## config.mk

```make
export PLATFORM = sky130hd
export DESIGN_NAME = lynx_tape_player
export DESIGN_NICKNAME = d
export VERILOG_FILES = /design/src/rtl/lynx_tape_player.sv
export SDC_FILE = /design/constraint.sdc
export NUM_CORES = 1
export LEC_CHECK = 0
export CORE_ASPECT_RATIO = 1.75
export CORE_MARGIN = 2
export CORE_UTILIZATION = 40
export DETAILED_ROUTE_END_ITERATION = 8
export PLACE_DENSITY = 0.64
export SYNTH_ARGS = -nofsm -noshare
export SYNTH_HDL_FRONTEND = slang
export SYNTH_SLANG_ARGS = --single-unit
```

## constraint.sdc

```tcl
create_clock -name clk_sys -period 3.45 [get_ports clk_sys]
set_input_delay 0.69 -clock clk_sys [delete_from_list [all_inputs] [get_ports clk_sys]]
set_output_delay 0.69 -clock clk_sys [all_outputs]
set_load 0.1 [all_outputs]
```

## src/rtl/lynx_tape_player.sv

```systemverilog
// rtl/lynx_tape_player.sv - plays a TAP image from buffer RAM as a square-wave EAR signal
// Optional feature macro: TAPE_MOTOR_EN (motor relay freezes playback while off)
module lynx_tape_player #(
  parameter logic [15:0] HALF0  = 16'd208,
  parameter logic [15:0] HALF1  = 16'd416,
  parameter logic [15:0] LEADER = 16'd768
) (
  input  logic        clk_sys,
  input  logic        reset_n,
  input  logic        ce,
  input  logic        start,
  input  logic        stop,
  input  logic        busy_dl,
  input  logic        motor,
  input  logic [15:0] tap_size,
  output logic        rd_req,
  output logic [15:0] rd_addr,
  input  logic [7:0]  rd_data,
  input  logic        rd_ack,
  output logic        ear,
  output logic        playing,
  output logic        done
);

  localparam logic [2:0] S_IDLE   = 3'd0;
  localparam logic [2:0] S_LEADER = 3'd1;
  localparam logic [2:0] S_FETCH  = 3'd2;
  localparam logic [2:0] S_BITHI  = 3'd3;
  localparam logic [2:0] S_BITLO  = 3'd4;
  localparam logic [2:0] S_DONE   = 3'd5;

  logic [2:0]  state;
  logic [15:0] half_cnt;
  logic [15:0] leader_cnt;
  logic [7:0]  shreg;
  logic [2:0]  bit_idx;
  logic        armed;
  logic        ack_pend;
  logic        run;
  logic [15:0] half_len;
  logic        half_end;

  assign half_len = (state == S_LEADER || !shreg[7]) ? HALF0 : HALF1;
  assign half_end = ce && (half_cnt == half_len - 16'd1);
  assign playing  = (state != S_IDLE) && (state != S_DONE);

`ifdef TAPE_MOTOR_EN
  assign run = motor;
`else
  logic unused_motor;
  assign unused_motor = motor;
  assign run = 1'b1;
`endif

  always_ff @(posedge clk_sys or negedge reset_n) begin
    if (!reset_n) begin
      state      <= S_IDLE;
      rd_req     <= 1'b0;
      rd_addr    <= 16'd0;
      ear        <= 1'b0;
      done       <= 1'b0;
      half_cnt   <= 16'd0;
      leader_cnt <= 16'd0;
      shreg      <= 8'd0;
      bit_idx    <= 3'd0;
      armed      <= 1'b0;
      ack_pend   <= 1'b0;
    end else begin
      // armed blocks a start arriving in the first cycle after reset release
      armed <= 1'b1;
      done  <= 1'b0;
      if (stop || busy_dl) begin
        state    <= S_IDLE;
        rd_req   <= 1'b0;
        ear      <= 1'b0;
        ack_pend <= 1'b0;
      end else begin
        case (state)
          S_IDLE: begin
            if (start && armed) begin
              rd_addr    <= 16'd0;
              half_cnt   <= 16'd0;
              leader_cnt <= 16'd0;
              bit_idx    <= 3'd7;
              if (tap_size == 16'd0) begin
                state <= S_DONE;
                ear   <= 1'b0;
              end else if (LEADER == 16'd0) begin
                state  <= S_FETCH;
                rd_req <= 1'b1;
                ear    <= 1'b0;
              end else begin
                state <= S_LEADER;
                ear   <= 1'b1;
              end
            end
          end
          S_LEADER: begin
            if (run && half_end) begin
              half_cnt <= 16'd0;
              if (ear) begin
                ear <= 1'b0;
              end else if (leader_cnt == LEADER - 16'd1) begin
                state  <= S_FETCH;
                rd_req <= 1'b1;
              end else begin
                leader_cnt <= leader_cnt + 16'd1;
                ear        <= 1'b1;
              end
            end else if (run && ce) begin
              half_cnt <= half_cnt + 16'd1;
            end
          end
          S_FETCH: begin
            // a byte acked while the motor is off is kept until playback resumes
            if (rd_ack) begin
              shreg  <= rd_data;
              rd_req <= 1'b0;
            end
            if (run && (rd_ack || ack_pend)) begin
              state    <= S_BITHI;
              ear      <= 1'b1;
              half_cnt <= 16'd0;
              bit_idx  <= 3'd7;
              ack_pend <= 1'b0;
            end else if (rd_ack) begin
              ack_pend <= 1'b1;
            end
          end
          S_BITHI: begin
            if (run && half_end) begin
              half_cnt <= 16'd0;
              ear      <= 1'b0;
              state    <= S_BITLO;
            end else if (run && ce) begin
              half_cnt <= half_cnt + 16'd1;
            end
          end
          S_BITLO: begin
            if (run && half_end) begin
              half_cnt <= 16'd0;
              if (bit_idx == 3'd0) begin
                if (rd_addr == tap_size - 16'd1) begin
                  state <= S_DONE;
                end else begin
                  rd_addr <= rd_addr + 16'd1;
                  rd_req  <= 1'b1;
                  state   <= S_FETCH;
                end
              end else begin
                shreg   <= {shreg[6:0], 1'b0};
                bit_idx <= bit_idx - 3'd1;
                ear     <= 1'b1;
                state   <= S_BITHI;
              end
            end else if (run && ce) begin
              half_cnt <= half_cnt + 16'd1;
            end
          end
          S_DONE: begin
            done  <= 1'b1;
            ear   <= 1'b0;
            state <= S_IDLE;
          end
          default: state <= S_IDLE;
        endcase
      end
    end
  end

endmodule

```

# After elaboration in Yosys (flattened, before gate mapping)
# Cells that the tools add are included.
dict set report totals {
  ff_bits 67
  in_bits 32
  wordCells 140
}
dict set report op_classes {
  n_eq_ne 31
  bitwise_logic 1
  addsub 6
  mux 61
  n_reduce_logical 30
}
# cell n
set op_table {}
lappend op_table {{two-way mux 16 bit} 10}
lappend op_table {{case mux 16 bit (2 select lines)} 2}
lappend op_table {{adder 16 x 1 -> 16 bit (second input constant)} 3}
lappend op_table {{case mux 16 bit (3 select lines)} 1}
lappend op_table {{two-way mux 3 bit} 15}
lappend op_table {{equality test 16 bit} 2}
lappend op_table {{!= test 3 bit (second input constant)} 9}
lappend op_table {{two-way mux 1 bit} 24}
lappend op_table {{two-way mux 8 bit} 3}
lappend op_table {{!= test 2 bit (second input constant)} 10}
lappend op_table {{AND reduction 6 bit} 3}
lappend op_table {{equality test 16 x 10 -> 1 bit (second input constant)} 1}
lappend op_table {{zero test 16 bit} 1}
lappend op_table {{case mux 8 bit (2 select lines)} 1}
lappend op_table {{subtractor 16 x 1 -> 16 bit (second input constant)} 1}
lappend op_table {{case mux 3 bit (5 select lines)} 1}
lappend op_table {{AND reduction 7 bit} 2}
lappend op_table {{nonzero test 3 bit} 4}
lappend op_table {{AND reduction 5 bit} 2}
lappend op_table {{subtractor 9 x 1 -> 10 bit (second input constant)} 1}
lappend op_table {{two-way mux 9 bit} 1}
lappend op_table {{case mux 3 bit (3 select lines)} 1}
lappend op_table {{AND reduction 8 bit} 1}
lappend op_table {{nonzero test 2 bit} 4}
lappend op_table {{other kinds (17)} 26}

# Depth between registers and ports, before layout
# Gate-level depths: netlist of the first run.
dict set report logic_depth {
  depth_word 9
  depth_mapped 13
  mapped_depth_nobuf 9
}

# Worst setup path before layout of the first run
# OpenSTA, ideal clock, no wires.
dict set report synth_timing {
  path_type {input-to-reg}
  startpoint {in tap_size[0]}
  endpoint {reg rd_addr[0]}
  required_ns 3.327
  stages 13
  setup_time_ns 0.123
  arrival_ns 3.465
  setup_slack_ns -0.138
  path_cell_list {clkbuf_1 inv_1 ha_1 buf_2 or3b_1 o31a_1 or4_1 o311a_1 a2111oi_4 buf_6 buf_12 mux2i_1 nand2_1}
}
dict set report synth_between {
  elab_chain_len 4
}
# element line
set synth_rtl {}
lappend synth_rtl {{from (decl)} 15} ;# input logic [15:0] tap_size,
lappend synth_rtl {{subtractor 16 x 1 -> 16 bit} 143} ;# if (rd_addr == tap_size - 16'd1) begin
lappend synth_rtl {{equality test 16 bit} 143}
lappend synth_rtl {{!= test 2 bit (no line)} --}
lappend synth_rtl {{AND reduction 6 bit (no line)} --}
lappend synth_rtl {{to (signal assigned)} 146} ;# rd_addr <= rd_addr + 16'd1;
lappend synth_rtl {{to (decl)} 17} ;# output logic [15:0] rd_addr,
# No other way between the ends.
# A chain may end at the register's enable or synchronous reset.

# Final worst setup path of the first run
dict set report layout_timing {
  startpoint {in tap_size[5]}
  endpoint {reg rd_addr[10]}
}
# The elaborated chain is that of the path after synthesis.

==> results of run 1 <==
## critical path, stage by stage
cell	delay (ns)
dlygate4sd2_1	0.25
or4_4	0.59
or4_4	0.55
mux2i_2	0.19
o221ai_2	0.17
buf_4	0.14
a2111oi_4	0.04
buf_4	0.16
buf_12	0.13
buf_4	0.13
or4_1	0.52
nand3_1	0.10
## where the power goes
part | leakage, nW | switching (W) | internal, W
clock network | 0.156 | 0.000372 | 0.000637
registers | 0.907 | 0.0000244 | 0.000816
logic | 1.53 | 0.000164 | 0.000115
## Yosys cell counts (all sizes together), types with 5 or more instances
cell type	instances	share of area
clkbuf	28	0.023
nor2	49	0.040
buf	8	0.013
dfrtp	67	0.36
a21o	5	0.0081
a2bb2oi	6	0.017
o21ai	33	0.036
inv	15	0.012
or2	5	0.0068
a21oi	14	0.015
nor4	13	0.018
xor2	23	0.044
nand2	66	0.054
ha	7	0.019
o311ai	6	0.011
nand2b	7	0.0095
nand4	17	0.023
nand3	29	0.031
xnor2	14	0.027
or4	24	0.041
and3	19	0.026
or3	10	0.014
nor3	9	0.011
a31oi	11	0.015
o211ai	8	0.014
## metrics by stage
step,power (W),instances,util
after floorplan,0.00100,553,-
after global placement,0.00112,745,0.477
after detailed placement,0.00113,745,0.477
after CTS,0.00215,765,0.513
after global routing,0.00221,765,0.516
final,0.00213,765,0.516
## worst min-delay path by stage
stage / start / slack (ns) / end / cells past startpoint
2_1_floorplan: reset_n / 0.39 / ack_pend$_DFFE_PN0P_ / 0
3_5_place_dp: bit_idx[2]$_DFFE_PN0P_ / 0.50 / bit_idx[2]$_DFFE_PN0P_ / 2
5_1_grt: reset_n / 0.41 / shreg[0]$_DFFE_PN0P_ / 2
4_1_cts: reset_n / 0.38 / shreg[7]$_DFFE_PN0P_ / 2
3_3_place_gp: bit_idx[2]$_DFFE_PN0P_ / 0.49 / bit_idx[2]$_DFFE_PN0P_ / 2
6_report: reset_n / 0.37 / half_cnt[0]$_DFFE_PN0P_ / 2
## area by class of cell
type | instances | area [sq um]
Clock buffer | 9 | 225
Clock inverter | 7 | 98.8
Fill cell | 1081 | 5510
Inverter | 16 | 60.1
Multi-Input combinational cell | 434 | 2780
Sequential cell | 67 | 1680
Tap cell | 135 | 169
Timing Repair Buffer | 97 | 860
## layer usage
layer | GRT usage | wire (um) | up-vias
met1 | 0.235 | 4970 | 2170
met3 | 0.0384 | 540 | 46
met5 | 0 | 0 | -
met2 | 0.389 | 6870 | 148
met4 | 0.0976 | 491 | 0
li1 | - | - | 2176
## cell families after synthesis
kind of cell	count (synthesis)	synth area share
AO/OA/AOI/OAI	117	0.184
XOR/XNOR	37	0.0701
other	1	0.000811
adder cells (fa/ha/maj)	7	0.0189
multiplexers	3	0.00650
AND/OR/NAND/NOR	269	0.308
buffers and inverters	52	0.0490
flip-flops	67	0.363
## repair_timing
action	CTS	global route
hold buffers	0	0
cloned	2	0
buffers inserted	2	0
setup endpoints to repair	18	20
gates resized for setup	12	12
pin swaps	7	7
## registers in the layout, indices dropped and copies added (netlist names)
signal,cells
ear,1
ack_pend,1
done,1
half_cnt,16
leader_cnt,16
armed,1
bit_idx,3
state,3
shreg,8
rd_addr,16
rd_req,1
==> results.md, run 1 <==
- The run finished with clean final reports.
- The library cell used most frequently in the layout, excluding fill and tap cells, is dfrtp_1.
- The netlist uses 69 different library cells.
- The first-pass GRT wire length is 21.5 mm.
- For this configuration, the core starts out at a cell density of 0.406.
- The leakage power of the design is 2.59 nW.
- The max-slew violation count came to 0.
- The total overflow reported by the global router is 0.
- The floorplan step defined a die boundary enclosing 0.0125 sq mm.
- The number of warning messages in the yosys log is 0.
- Counting cells, the worst reg-to-reg path comes to 7.
- Along the worst path, the maximum fanout reaches 10.
- The routed length per placed instance is 16.8 um.
- The initial antenna violation count is 0.
- The total global-route track usage is 0.214.
- For this run, the register share of the synthesized area comes to 0.363.
- The kind of start point of the critical path is an input pin.
- The remaining number of nets flagged by the antenna check after routing is 0.
- Headroom to the max-slew limit came out at 0.340.
- The floorplan die width is 85.3 um.
- The clock sink count is 67.
- The number of remaining DRC errors is 0.
- The insertion delay of the later-clocked pin in the worst-skew pair is 0.34 ns.
- The startpoint identified for the worst register-to-register timing path is state[1]$_DFFE_PN0P_.
- Max-cap violations in this run came to 0.
- Yosys mapped a number of flops with a built-in enable equal to 0.
- The longest clock path from root to sink contains 2 buffers.
- The critical path data required time is 3.73 ns.
- The final HPWL from detailed placement is 9.28 mm.
- The most used flip-flop cell after synthesis is dfrtp_1.
- The cell row count is 52.
- The worst setup path is of the input pin to register kind.
- TritonCTS created 9 clock buffers.
- The net count after synthesis is 592.
- TritonCTS built the clock tree.
- The repair_antennas step left the layout with diodes totalling 0.
- Based on the critical path, the design can be clocked at up to 0.295 GHz.
- At the end of the flow, the number of nets in the layout was 664.
- Between clock sinks in the finished design, the worst skew comes to 0.00796 ns.
- The setup slack at placement is -0.474 ns.
- The final number of hold-violating endpoints is 0.
- The critical path starts at tap_size[5].
- Summed over all layers, the routed wires come to 12.9 mm.
- Setup total negative slack on the finished layout was measured at 0 ns.
- The combined area of all synthesized cells is 0.00462 sq mm.
- The number of global-route vias before repair is 4498.
- The final worst setup slack is 0.0625 ns.
- In the synthesized netlist the async set-or-reset flop fraction comes to 1.00.
- The capture point of the worst path is rd_addr[10]$_DFFE_PN0P_.
- The worst-case vdd ir drop is 0.000298 V.
- The number of detailed-routing iterations run before antenna repair is 5.
- The synthesized design contains 67 register bits.
- The instance count of the mapped netlist is 553.
- In this run the worst hold path is classified as input pin to asynchronous set/reset pin.
- The tightest hold path in the finished design has a slack of 0.366 ns.
- In the final layout, the share of cells above drive strength 1 is 0.184.
- The final worst-path cycle share is 0.982.
- The critical path data arrival time is 3.67 ns.
- Power spread over the standard cell area amounts to 362 mW/mm^2.
- The final instance area is 0.00587 sq mm.
- The placed instances occupy a cell area of 0.00543 sq mm.
- The number of levels the H-tree was split into is 3.
- The master cell of the clock root buffer is clkbuf_16.
- In this run the critical register-to-register path is captured at rd_addr[10]$_DFFE_PN0P_.
- For the pin with the worst max-slew slack, the measured transition is 0.988 ns.
- Using the TritonRoute via totals, the vias-per-cell ratio works out to 5.93.
- Measured along the y axis, the die boundary spans 146 um.
- In this run the mean area of a mapped cell was 8.36 sq um.
- The clock period could shrink to 3.39 ns.
- The endpoint type of the worst setup path is a register.
- The register-to-register path setup slack is 0.58 ns.
- For this block, the initial DRC count from the detailed router was 221.
- The area of the core is 0.0114 sq mm.
- The area added between synthesis and finish is 27.1%.
- In the layout the commonest cells are 67 x dfrtp_1, 66 x nand2_1, 61 x buf_4, 48 x nor2_1, 29 x nand3_1.
- The count of input and output buffers is 50.
- After clock tree synthesis, the clock-pin slew on the worst setup and hold paths is 0.06 ns.
- Detailed routing inserted a total of 4540 vias.
- The setup-violating endpoint count in the final report is 0.
- The number of ports placed on the die boundary is 52.
- At the end of routability-driven placement, the weighted congestion stood at 0.927.
- Entering global routing, the biggest net connects 68 pins.
No activity file was read; power rests on OpenSTA's default activity.
==> inputs of run 2 (changes only) <==
MAX_ROUTING_LAYER = met4   (was not set)
==> run 2 against run 1 <==
Against the previous run:
- sequential cell count is the same
- clock-buffer cell count stayed put
- fmax barely moved
- first-iteration DRC count shrank 0.45%
- via count fell by 0.75%
- combinational power barely moved
- total power barely moved
- sequential power about the same
- worst setup slack got worse by 0.00089 ns
- die area stayed put
- hold slack gained 0.0016 ns
- critical endpoint unchanged
- largest cell class unchanged
==> results.md, run 2 (synthesis gave the netlist of run 1 again) <==
- The critical path data required time is 3.73 ns (about the same).
- The final HPWL from detailed placement was 9.28 mm (unchanged).
- The initial antenna violation count is 0 (unchanged).
- The first-pass GRT wire length is 21.5 mm (about the same).
- The final clock skew is 0.00749 ns (was 0.00796 ns).
- The leakage power of the design is 2.59 nW (unchanged).
- The headroom to the max-slew limit was 0.337 (was 0.340).
- The clock sink count is 67 (unchanged).
- The total global-route track usage came to 0.220 (was 0.214).
- The TritonCTS clock tree is done (unchanged).
- The total met3 wirelength after detailed routing came to 475 um (was 540 um).
- The cell area after placement came to 0.00543 sq mm (unchanged).
- The clock period minus final worst setup slack is 3.39 ns (about the same).
- The routed metal-1 wirelength is 5.03 mm (was 4.97 mm).
- The final instance area is 0.00587 sq mm (unchanged).
- The overall die area is 0.0125 sq mm (unchanged).
- The count of input and output buffers was 50 (unchanged).
- The final number of hold-violating endpoints is 0 (unchanged).
- The master cell of the clock root buffer is clkbuf_16 (unchanged).
- The most common cell after layout, fill and taps aside was dfrtp_1 (unchanged).
- The worst-case vdd ir drop came to 0.000294 V (was 0.000298 V).
- The total overflow reported by the global router was 0 (unchanged).
- The number of ports placed on the die boundary is 52 (unchanged).
- The die extent in y came to 146 um (unchanged).
- The max-slew violation count is 0 (unchanged).
- The top routing layer in use is met4 (unchanged).
- The critical path class is input pin to register (unchanged).
- The placer's final routability congestion estimate is 0.943 (was 0.927).
- The share of final-layout standard cells stronger than drive strength 1 was 0.184 (unchanged).
- The total detailed-routing wirelength is 12.9 mm (about the same).
- Highest-count cells in the layout ignoring fill and taps: 67 x dfrtp_1, 66 x nand2_1, 61 x buf_4, 48 x nor2_1, 29 x nand3_1 (unchanged).
- The area added between synthesis and finish is 27.1% (unchanged).
- The post-cts hold buffer count is 0 (unchanged).
- The largest driver fanout on the critical path is 10 (unchanged).
- The endpoint type of the worst setup path is a register (unchanged).
- Result of the run: finished, final reports clean (unchanged).
- The peak clock frequency supported by timing is 0.295 GHz (about the same).
- The number of global-route vias before repair came to 4500 (was 4498).
- The final antenna diode count came to 0 (unchanged).
- The power per unit of standard cell area is 362 mW/mm^2 (about the same).
- The routed length per placed instance is 16.8 um (about the same).
- The clock-pin slew reported for the worst setup and hold paths after clock tree synthesis is 0.06 ns (about the same).
- The setup total negative slack is 0 ns (unchanged).
- The final worst-path cycle share is 0.982 (about the same).
- The layout net count came to 664 (unchanged).
- The number of detailed-routing iterations run before antenna repair is 4 (was 5).
- The area of the core came to 0.0114 sq mm (unchanged).
- The class of the most critical hold timing path was input pin to asynchronous set/reset pin (unchanged).
- The starting density of the core is 0.406 (unchanged).
- Largest registers: half_cnt x16, leader_cnt x16, rd_addr x16 (unchanged).
- The number of remaining DRC errors is 0 (unchanged).
- The critical path data arrival time came to 3.66 ns (was 3.67 ns).
- The pin count of the biggest net entering global routing was 68 (unchanged).
- The insertion delay of the later-clocked pin in the worst-skew pair is 0.34 ns (about the same).
- The clock buffer count from CTS came to 9 (unchanged).
- The filler cell count in the final layout is 1081 (unchanged).
- The total vias in the final route was 4506 (was 4540).
- The detailed-routed wire length on met2 is 6.87 mm (about the same).
- The transition at the pin with the smallest max-transition slack was 0.992 ns (was 0.988 ns).
- The remaining number of nets flagged by the antenna check after routing is 0 (unchanged).
- The cell row count is 52 (unchanged).
- The max-capacitance violation count is 0 (unchanged).
- The initial detailed-routing violation count is 220 (was 221).
- The per-cell via count in the routed design came to 5.89 (was 5.93).
- The kind of start point of the critical path is an input pin (unchanged).
- The floorplan die width came to 85.3 um (unchanged).
- The maximum clock insertion buffer count was 2 (unchanged).
- The setup-violating endpoint count in the final report is 0 (unchanged).
- The number of levels the H-tree was split into came to 3 (unchanged).
run 2: cell counts in the layout (fill, tap and decap cells not counted):
No cell type changed its count.
run 2: layer usage:
| layer | vias to the layer above | global-route usage |
|---|---|---|
| li1 | 2178 | - |
| met1 | 2157 | 0.236 |
| met2 | 131 | 0.388 |
| met3 | 40 | 0.0334 |
| met4 | 0 | 0.105 |
| met5 | - | - |
run 2: worst paths after layout:
path / cells past startpoint / slack [ns] / from / end
worst max-delay path: 12 / 0.06 / tap_size[5] / rd_addr[10]$_DFFE_PN0P_
min in group clk_sys: 2 / 0.52 / ack_pend$_DFFE_PN0P_ / ack_pend$_DFFE_PN0P_
worst min register to register: 2 / 0.52 / ack_pend$_DFFE_PN0P_ / ack_pend$_DFFE_PN0P_
max in group asynchronous: 2 / 2.78 / reset_n / leader_cnt[15]$_DFFE_PN0P_
worst min-delay path: 2 / 0.37 / reset_n / half_cnt[0]$_DFFE_PN0P_
worst max register to register: 7 / 0.57 / state[1]$_DFFE_PN0P_ / rd_addr[10]$_DFFE_PN0P_
run 2: what timing repair did:
action / CTS / global route
gates cloned: 2 / 0
pin swaps: 7 / 7
setup endpoints to repair: 18 / 20
buffers inserted: 2 / 0
resized for setup: 12 / 12
run 2: critical path, cell delays in order:
cell           delay [ns]
dlygate4sd2_1        0.25
or4_4                0.59
or4_4                0.55
mux2i_2              0.19
o221ai_2             0.17
buf_4                0.14
a2111oi_4            0.04
buf_4                0.16
buf_12               0.13
buf_4                0.13
or4_1                0.52
nand3_1              0.10
run 2: layout make-up:
type / count / area (sq um) / share of cell area
clock inverters: 7 / 98.8 / 0.0168
multi-input cells: 434 / 2780 / 0.474
well taps: 135 / 169 / 0.0288
flip-flops and latches: 67 / 1680 / 0.285
inverters: 16 / 60.1 / 0.0102
clock buffers: 9 / 225 / 0.0383
repair buffers: 97 / 860 / 0.146
run 2: through the flow:
step           power (W)  hold slack [ns]  instances  setup WS, ns  utilization
2_1_floorplan    0.00100            0.394        553       0.00554            -
3_3_place_gp     0.00112            0.495        745        -0.427        0.477
3_5_place_dp     0.00113            0.496        745        -0.474        0.477
4_1_cts          0.00215            0.379        765       0.00590        0.513
5_1_grt          0.00221            0.412        765       -0.0168        0.516
6_report         0.00213            0.367        765        0.0616        0.516
run 2: power breakdown:
group	switching, W	total [W]	internal, W
Combinational	0.000164	0.000279	0.000115
Clock	0.000370	0.00101	0.000637
Sequential	0.0000245	0.000840	0.000816
==> inputs of run 3 (changes only) <==
CAP_MARGIN = 20   (was not set)
==> results of run 3 <==
Same layout as run 2: the final DEF is identical, and so are final timing and power.
